**src/rtl/vm_pkg.sv**
```systemverilog
// rtl/vm_pkg.sv - coin codes and emitter state shared by coin acceptor and vending FSM
package vm_pkg;

    localparam logic [1:0] COIN_NONE = 2'b00;
    localparam logic [1:0] COIN_5    = 2'b01;
    localparam logic [1:0] COIN_10   = 2'b10;
    localparam logic [1:0] COIN_RSVD = 2'b11;

    typedef enum logic {
        IDLE = 1'b0,
        EMIT = 1'b1
    } emit_state_t;

endpackage

```
**src/rtl/coin_debounce.sv**
```systemverilog
// rtl/coin_debounce.sv - two-flop synchroniser, debounce counter and rising-edge pulse for one sensor
module coin_debounce #(
    parameter int DEBOUNCE_CYCLES = 4
) (
    input  logic clk,
    input  logic rst,
    input  logic raw_i,
    output logic rise_o
);

    // Counter only needs to reach DEBOUNCE_CYCLES-1; the next mismatch cycle commits the level.
    localparam int CNT_W = (DEBOUNCE_CYCLES < 2) ? 1 : $clog2(DEBOUNCE_CYCLES);

    logic             sync1_q;
    logic             sync2_q;
    logic             level_q;
    logic             level_d;
    logic             rise_q;
    logic [CNT_W-1:0] cnt_q;
    logic [CNT_W-1:0] cnt_d;

    // Count consecutive cycles where the synchronised input differs from the debounced level.
    always_comb begin
        level_d = level_q;
        cnt_d   = '0;
        if (sync2_q != level_q) begin
            if (cnt_q == CNT_W'(DEBOUNCE_CYCLES - 1)) begin
                level_d = sync2_q;
            end else begin
                cnt_d = cnt_q + 1'b1;
            end
        end
    end

    // Synchroniser, debounce state and a registered one-cycle rise pulse.
    always_ff @(posedge clk or negedge rst) begin
        if (!rst) begin
            sync1_q <= 1'b0;
            sync2_q <= 1'b0;
            level_q <= 1'b0;
            cnt_q   <= '0;
            rise_q  <= 1'b0;
        end else begin
            sync1_q <= raw_i;
            sync2_q <= sync1_q;
            level_q <= level_d;
            cnt_q   <= cnt_d;
            rise_q  <= level_d & ~level_q;
        end
    end

    assign rise_o = rise_q;

endmodule

```
**src/rtl/coin_acceptor.sv**
```systemverilog
// rtl/coin_acceptor.sv - debounced coin sensors feeding an event FIFO and a one-cycle code emitter
module coin_acceptor
    import vm_pkg::*;
#(
    parameter int DEBOUNCE_CYCLES = 4,
    parameter int FIFO_DEPTH      = 4,
    parameter int REJ_W           = 8
) (
    input  logic                               clk,
    input  logic                               rst,
    input  logic                               coin5_raw,
    input  logic                               coin10_raw,
    input  logic                               inhibit,
    output logic [1:0]                         coin_code,
    output logic                               coin_reject,
    output logic [$clog2(FIFO_DEPTH+1)-1:0]    fifo_count,
    output logic [REJ_W-1:0]                   reject_count
);

    localparam int CW = $clog2(FIFO_DEPTH + 1);
    localparam int PW = $clog2(FIFO_DEPTH);

    logic              rise5;
    logic              rise10;
    logic [1:0]        mem_q [FIFO_DEPTH];
    logic [PW-1:0]     wr_ptr_q;
    logic [PW-1:0]     rd_ptr_q;
    logic [CW-1:0]     count_q;
    logic [CW-1:0]     count_d;
    logic [REJ_W-1:0]  rej_cnt_q;
    logic [REJ_W-1:0]  rej_cnt_d;
    logic              reject_q;
    logic              reject_d;
    logic              push_req;
    logic              push;
    logic              pop;
    logic              full;
    logic [1:0]        push_code;
    emit_state_t       state_q;
    emit_state_t       state_d;
    logic [1:0]        code_q;
    logic [1:0]        code_d;

    coin_debounce #(.DEBOUNCE_CYCLES(DEBOUNCE_CYCLES)) u_db5 (
        .clk    (clk),
        .rst    (rst),
        .raw_i  (coin5_raw),
        .rise_o (rise5)
    );

    coin_debounce #(.DEBOUNCE_CYCLES(DEBOUNCE_CYCLES)) u_db10 (
        .clk    (clk),
        .rst    (rst),
        .raw_i  (coin10_raw),
        .rise_o (rise10)
    );

    // Event classification, FIFO admission and saturating reject accounting.
    always_comb begin
        push_req  = rise5 ^ rise10;
        push_code = rise5 ? COIN_5 : COIN_10;
        full      = (count_q == CW'(FIFO_DEPTH));
        // A pop in the same cycle frees a slot, so a full FIFO can still accept.
        push      = push_req && (!full || pop);
        reject_d  = (rise5 && rise10) || (push_req && full && !pop);
        rej_cnt_d = rej_cnt_q;
        if (reject_d && (rej_cnt_q != '1)) begin
            rej_cnt_d = rej_cnt_q + 1'b1;
        end
        count_d = count_q;
        case ({push, pop})
            2'b10:   count_d = count_q + 1'b1;
            2'b01:   count_d = count_q - 1'b1;
            default: count_d = count_q;
        endcase
    end

    // Emitter: pop only from IDLE so every code is followed by at least one 00 cycle.
    always_comb begin
        state_d = state_q;
        code_d  = COIN_NONE;
        pop     = 1'b0;
        case (state_q)
            IDLE: begin
                if ((count_q != '0) && !inhibit) begin
                    pop     = 1'b1;
                    state_d = EMIT;
                    code_d  = mem_q[rd_ptr_q];
                end
            end
            EMIT:    state_d = IDLE;
            default: state_d = IDLE;
        endcase
    end

    // FIFO storage, pointers, counters and registered outputs.
    always_ff @(posedge clk or negedge rst) begin
        if (!rst) begin
            for (int i = 0; i < FIFO_DEPTH; i++) begin
                mem_q[i] <= COIN_NONE;
            end
            wr_ptr_q  <= '0;
            rd_ptr_q  <= '0;
            count_q   <= '0;
            rej_cnt_q <= '0;
            reject_q  <= 1'b0;
            state_q   <= IDLE;
            code_q    <= COIN_NONE;
        end else begin
            if (push) begin
                mem_q[wr_ptr_q] <= push_code;
                wr_ptr_q        <= wr_ptr_q + 1'b1;
            end
            if (pop) begin
                rd_ptr_q <= rd_ptr_q + 1'b1;
            end
            count_q   <= count_d;
            rej_cnt_q <= rej_cnt_d;
            reject_q  <= reject_d;
            state_q   <= state_d;
            code_q    <= code_d;
        end
    end

    assign coin_code    = code_q;
    assign coin_reject  = reject_q;
    assign fifo_count   = count_q;
    assign reject_count = rej_cnt_q;

endmodule

```
**config.mk**
```make
export PLATFORM = sky130hd
export DESIGN_NAME = coin_acceptor
export DESIGN_NICKNAME = d
export VERILOG_FILES = /design/src/rtl/vm_pkg.sv /design/src/rtl/coin_debounce.sv /design/src/rtl/coin_acceptor.sv
export SDC_FILE = /design/constraint.sdc
export NUM_CORES = 1
export LEC_CHECK = 0
export BUFFER_PORTS_ARGS = -buffer_cell sky130_fd_sc_hd__buf_4
export CAP_MARGIN = 20
export CORE_UTILIZATION = 30
export CTS_CLUSTER_DIAMETER = 100
export CTS_CLUSTER_SIZE = 20
export DETAILED_ROUTE_END_ITERATION = 16
export SLEW_MARGIN = 20
export SYNTH_ARGS = -nofsm -noshare
export SYNTH_HDL_FRONTEND = slang
export SYNTH_HIERARCHICAL = 1
export SYNTH_SLANG_ARGS = --single-unit
```
**constraint.sdc**
```tcl
create_clock -name clk -period 2.4 [get_ports clk]
set_input_delay 0.36 -clock clk [delete_from_list [all_inputs] [get_ports clk]]
set_output_delay 0.36 -clock clk [all_outputs]
set_load 0.03 [all_outputs]
```
Word level (Yosys, flattened, before mapping):

Index checks and enable logic that the tools add are counted.
W data, S select, Z words.

* register bits: 39
* logic and storage cells: 82

* add/subtract/negate cells: 7
* magnitude comparators: 3
* eq/ne operators: 8
* muxes and demuxes: 21
* bitwise operators: 8
* reduce and logical (&&, ||, !) cells: 14

Operators with widths (count)
* $mux W2: 10
* $add A2 B1 Y2 const B: 4
* $add A8 B1 Y8 const B: 1
* $bwmux W8: 1
* $ne A8 B8 Y1 const B: 1
* $logic_and A1 B1 Y1: 7
* $eq A2 B2 Y1 const B: 3
* $ge A3 B3 Y1 const B: 2
* $mux W1: 6
* $not A2 Y3: 2
* $pmux W3 S2: 1
* $bmux W2 S2: 1
* $demux W2 S2: 1
* $add A3 B1 Y3 const B: 1
* $eq A3 B3 Y1 const B: 1
* $logic_not A1 Y1: 3
* $lt A3 B1 Y1 const B: 1
* $not A1 Y1: 3
* $reduce_bool A3 Y1: 1
* $sub A3 B1 Y3 const B: 1
* $and A1 B1 Y1: 2
* $eq A2 B1 Y1 const B: 1
* $logic_or A1 B1 Y1: 2
* $ne A1 B1 Y1: 2
* 3 further kinds: 3

Depth between registers and ports, before layout:

* depth in word-level cells: 8
* gate-level depth with buffers: 10
* gate-level depth less buffers: 10

Modules after synthesis:

Netlist, hierarchy kept.

Modules (own cells, without submodules)
* coin_acceptor: instances 1, cells each 105, area each 1323.8 µm², sequential area each 675.6 µm²
* coin_debounce: instances 2, cells each 14, area each 203.9 µm², sequential area each 150.1 µm²

Least setup slack after synthesis:

No wires, ideal clock.

* kind: reg-to-reg
* start point: register count_q[2], in the netlist fifo_count[2]
* end point: register count_q[2], in the netlist fifo_count[2]
* setup time: 0.082 ns
* data arrival time: 2.003 ns
* data required time: 2.318 ns
* slack: 0.315 ns
* cell stages (with the launch flop): 9
* period minus slack after synthesis: 2.085 ns
* path through: dfrtp_1 > nor3_1 > nor2_1 > ha_1 > inv_1 > fa_1 > xor2_1 > nor2_1 > xor2_1

* longest elaborated chain between the ends: 8
* elaborated cells between the ends (all ways): 14

RTL lines
* start, declared: RTL line coin_acceptor.sv:28 `logic [CW-1:0] count_q;`
* start signal, assigned: RTL line coin_acceptor.sv:117 `count_q <= count_d;`
* $reduce_bool A3 Y1 *: RTL line coin_acceptor.sv:85 `if ((count_q != '0) && !inhibit) begin`
* $logic_and A1 B1 Y1 *: RTL line coin_acceptor.sv:85
* $mux W1 *: RTL line coin_acceptor.sv:85
* $mux W1 *: RTL line coin_acceptor.sv:83 `case (state_q)`
* net pop: RTL line coin_acceptor.sv:36 `logic pop;`
* $logic_or A1 B1 Y1: RTL line coin_acceptor.sv:64 `push = push_req && (!full || pop);`
* $logic_and A1 B1 Y1: RTL line coin_acceptor.sv:64
* $eq A2 B1 Y1 / $eq A2 B2 Y1 (equally long branches): RTL line coin_acceptor.sv:71 `case ({push, pop})`
* $pmux W3 S2 / $reduce_bool A2 Y1 (equally long branches)

Mark *: on every way through the listed nets, which the timed path passes. The rest lies on a longest branch.
A chain may end at the register's enable or synchronous reset.

Final worst setup path:

* start point: register u_db5.rise_q, in the netlist u_db5/rise_o
* end point: register count_q[2], in the netlist fifo_count[2]

* longest elaborated chain between the ends: 4
* elaborated cells between the ends (all ways): 6

RTL lines
* start, declared: RTL line coin_debounce.sv:18 `logic rise_q;`
* start signal, assigned: RTL line coin_debounce.sv:48 `rise_q <= level_d & ~level_q;`
* $xor A1 B1 Y1 *: RTL line coin_acceptor.sv:60 `push_req = rise5 ^ rise10;`
* $logic_and A1 B1 Y1 *: RTL line coin_acceptor.sv:64
* $eq A2 B1 Y1 / $eq A2 B2 Y1 (equally long branches): RTL line coin_acceptor.sv:71
* $pmux W3 S2 / $reduce_bool A2 Y1 (equally long branches)

Every way passes the cells marked *; elsewhere a longest branch is shown, timed or not.

==> impl_metrics.ini <==
[status]
status = completed

[sta]
rsz0062_at_grt = false
fin_skew_ns = 0.00349
fmax_mhz = 467
worst_pin_slew_ns = 0.491
slew_violations = 0
fin_setup_tns_ns = 0
period_minus_slack_ns = 2.14
setup_viol = 0
max_slew_margin_pct = 67.3
hold_viol_final = 0
period_share_pct = 89.2
worst_slack_ns = 0.259

[critical_path]
crit_required_ns = 2.62
start_kind = flop
rrSetupSlack_ns = 0.26
rr_worst_depth = 10
endpoint_kind = flop
reg2reg_from = u_db5/rise_o$_DFF_PN0_
criticalPathCategory = flop to flop
crit_fanout = 9
worstPathArrival_ns = 2.36
rr_endpoint = fifo_count[2]$_DFFE_PN0P_

[finish]
layout-drive-gt1-share_pct = 26.9
design_area_um2 = 2050
area_delta_synth_final_pct = 18.2
antenna_cells = 0
layout.nets = 174

[cts]
clockBufferDepth = 2
numCtsBuffers = 5
clk_pin_slew_ns = 0.07
cts_max_level = 2
hold_buffers = 0
cts.repair.resized = 0
post_cts_buffers = 0
clk_latency_ns = 0.29
cts_tree = done
clock-root-buffer = clkbuf_8
cts.sinks = 39

[yosys]
synth-seq-area-share_pct = 56.4
yosysWarningCount = 6
synth_cells = 133
yosys.area.top_type_share_pct = 56.4
yosys.area.top_type = dfrtp_1
yosysUniqueCellTypes = 30
synth_area_leaders = dfrtp_1, ha_1, xor2_1, inv_1, mux2i_1
synth_area_um2 = 1730
synth_nets = 148
ys_seq_elements = 39
synth_area_per_cell_um2 = 13.0

[pwr]
ir_worst_vdd_mv = 0.313
leakagePower_nw = 1.01
p_per_area_nw_per_um2 = 950

[route]
vias_per_cell = 4.40
routed_wl_um = 2720
antenna_left = 0
vias = 1020
drt-pass1-iter-count = 4
dr.first_iter.drc_count = 51
wl_per_cell_um = 11.7
drc = 0

[grt]
grt-ovfl-total = 0
track_usage_pct = 10.6
grt_max_degree = 40
antenna_found_initial = 0
grt_first_pass_wirelength_um = 4970
grt_pass1_vias = 1073

[placement]
place_ws_ns = 0.246
gp_congestion = 0.728
port_buffers = 18
dp_hpwl_um = 1910
place_area_um2 = 1960

[min_path]
min_path_type = primary input to asynchronous set/reset pin

[floorplanning]
dieArea_um2 = 6080
core.rowCount = 27
die_w_um = 78.0
core-area_um2 = 5540
ios = 19
die_h_um = 78.0
start_util_pct = 31.3

[run]
drv_cap = 0
[synth_stat cells (all sizes together)]
library cell	number
dfrtp	39
inv	15
ha	9
nand2	9
nor2	8
xor2	7
mux2	5
mux2i	5
xnor2	5
a31oi	4
a21oi	3
nand3	3
nor2b	3
nor3	3
o21ai	3
and2	2
mux4	2
nor4	2
a41oi	1
and3	1
fa	1
nand4	1
nor4b	1
or2	1
[state kept, by name, summed over array words and instances (netlist names), 2 cells and up]
signal        flops
coin_code         2
fifo_count        3
mem_q             8
rd_ptr_q          2
reject_count      8
u_db10/cnt_q      2
u_db5/cnt_q       2
wr_ptr_q          2
[final cells by class]
| type | instances | area [um2] |
|---|---|---|
| Multi-Input combinational cell | 79 | 699 |
| Timing Repair Buffer | 19 | 143 |
| Inverter | 15 | 56.3 |
| Clock buffer | 7 | 76.3 |
| Tap cell | 72 | 90.1 |
| Fill cell | 545 | 3490 |
| Clock inverter | 1 | 5.00 |
| Sequential cell | 39 | 977 |
[how the worst max path moves through the flow]
| stage | from | endpoint | slack (ns) | depth (start not counted) |
|---|---|---|---|---|
| after floorplan | fifo_count[2]$_DFFE_PN0P_ | fifo_count[2]$_DFFE_PN0P_ | 0.32 | 8 |
| after global placement | u_db5/rise_o$_DFF_PN0_ | fifo_count[2]$_DFFE_PN0P_ | 0.27 | 10 |
| after detailed placement | u_db5/rise_o$_DFF_PN0_ | fifo_count[2]$_DFFE_PN0P_ | 0.25 | 10 |
| after CTS | u_db5/rise_o$_DFF_PN0_ | fifo_count[2]$_DFFE_PN0P_ | 0.22 | 10 |
| after global routing | u_db5/rise_o$_DFF_PN0_ | fifo_count[2]$_DFFE_PN0P_ | 0.02 | 10 |
| final | u_db5/rise_o$_DFF_PN0_ | fifo_count[2]$_DFFE_PN0P_ | 0.26 | 10 |
[routing by layer]
metal | up-vias | GRT usage [%] | wire length (um)
met5 | - | 0 | 0
met4 | 0 | 4.44 | 55
met3 | 7 | 3.76 | 142
met2 | 26 | 15.8 | 1200
met1 | 494 | 14.1 | 1320
li1 | 493 | - | -
[through the flow]
stage | instances | util (%) | power (W) | hold slack, ns
6_report | 232 | 36.9 | 0.00194 | 0.0258
5_1_grt | 232 | 36.9 | 0.00210 | 0.0626
4_1_cts | 232 | 36.9 | 0.00198 | 0.0429
3_5_place_dp | 224 | 35.5 | 0.00153 | 0.335
3_3_place_gp | 224 | 35.5 | 0.00152 | 0.333
2_1_floorplan | 133 | - | 0.00136 | 0.0644
[critical path, cell delays in order, from the launching register on]
cell and delay [ns]:
dfrtp_2 0.46, ha_1 0.36, inv_1 0.11, a31oi_4 0.06, inv_1 0.09, ha_1 0.17
inv_1 0.06, fa_1 0.37, xor2_1 0.15, nor2_1 0.11, xor2_1 0.15
[cells in the final DEF (no fill, tap or decap), types with 2 or more instances in the layout]
cell type	instances
buf_4	19
xor2_1	7
nor3_2	2
and2_1	2
a31oi_1	3
a21oi_1	3
dfrtp_1	38
ha_1	9
clkbuf_1	2
nand3_1	3
nand2_1	9
o21ai_0	3
xnor2_1	5
nor2b_1	3
clkbuf_8	5
inv_1	15
nor2_1	5
nor2_2	2
nor4_2	2
mux4_2	2
mux2_2	3
mux2i_1	5
[kinds of logic (layout without fill, tap and decap cells)]
family | after synthesis | count (layout) | share of synthesized area, %
buffers and inverters | 15 | 42 | 3.25
adder cells (fa/ha/maj) | 10 | 10 | 7.66
AO/OA/AOI/OAI | 11 | 11 | 5.64
flip-flops | 39 | 39 | 56.4
AND/OR/NAND/NOR | 34 | 34 | 12.1
multiplexers | 12 | 12 | 8.96
XOR/XNOR | 12 | 12 | 6.07
[power breakdown]
part           switching (W)  total, W  internal, W
logic               0.000307  0.000570     0.000264
clock network       0.000223  0.000427     0.000204
registers           0.000149  0.000948     0.000799
(Power assumes the default switching activity.)
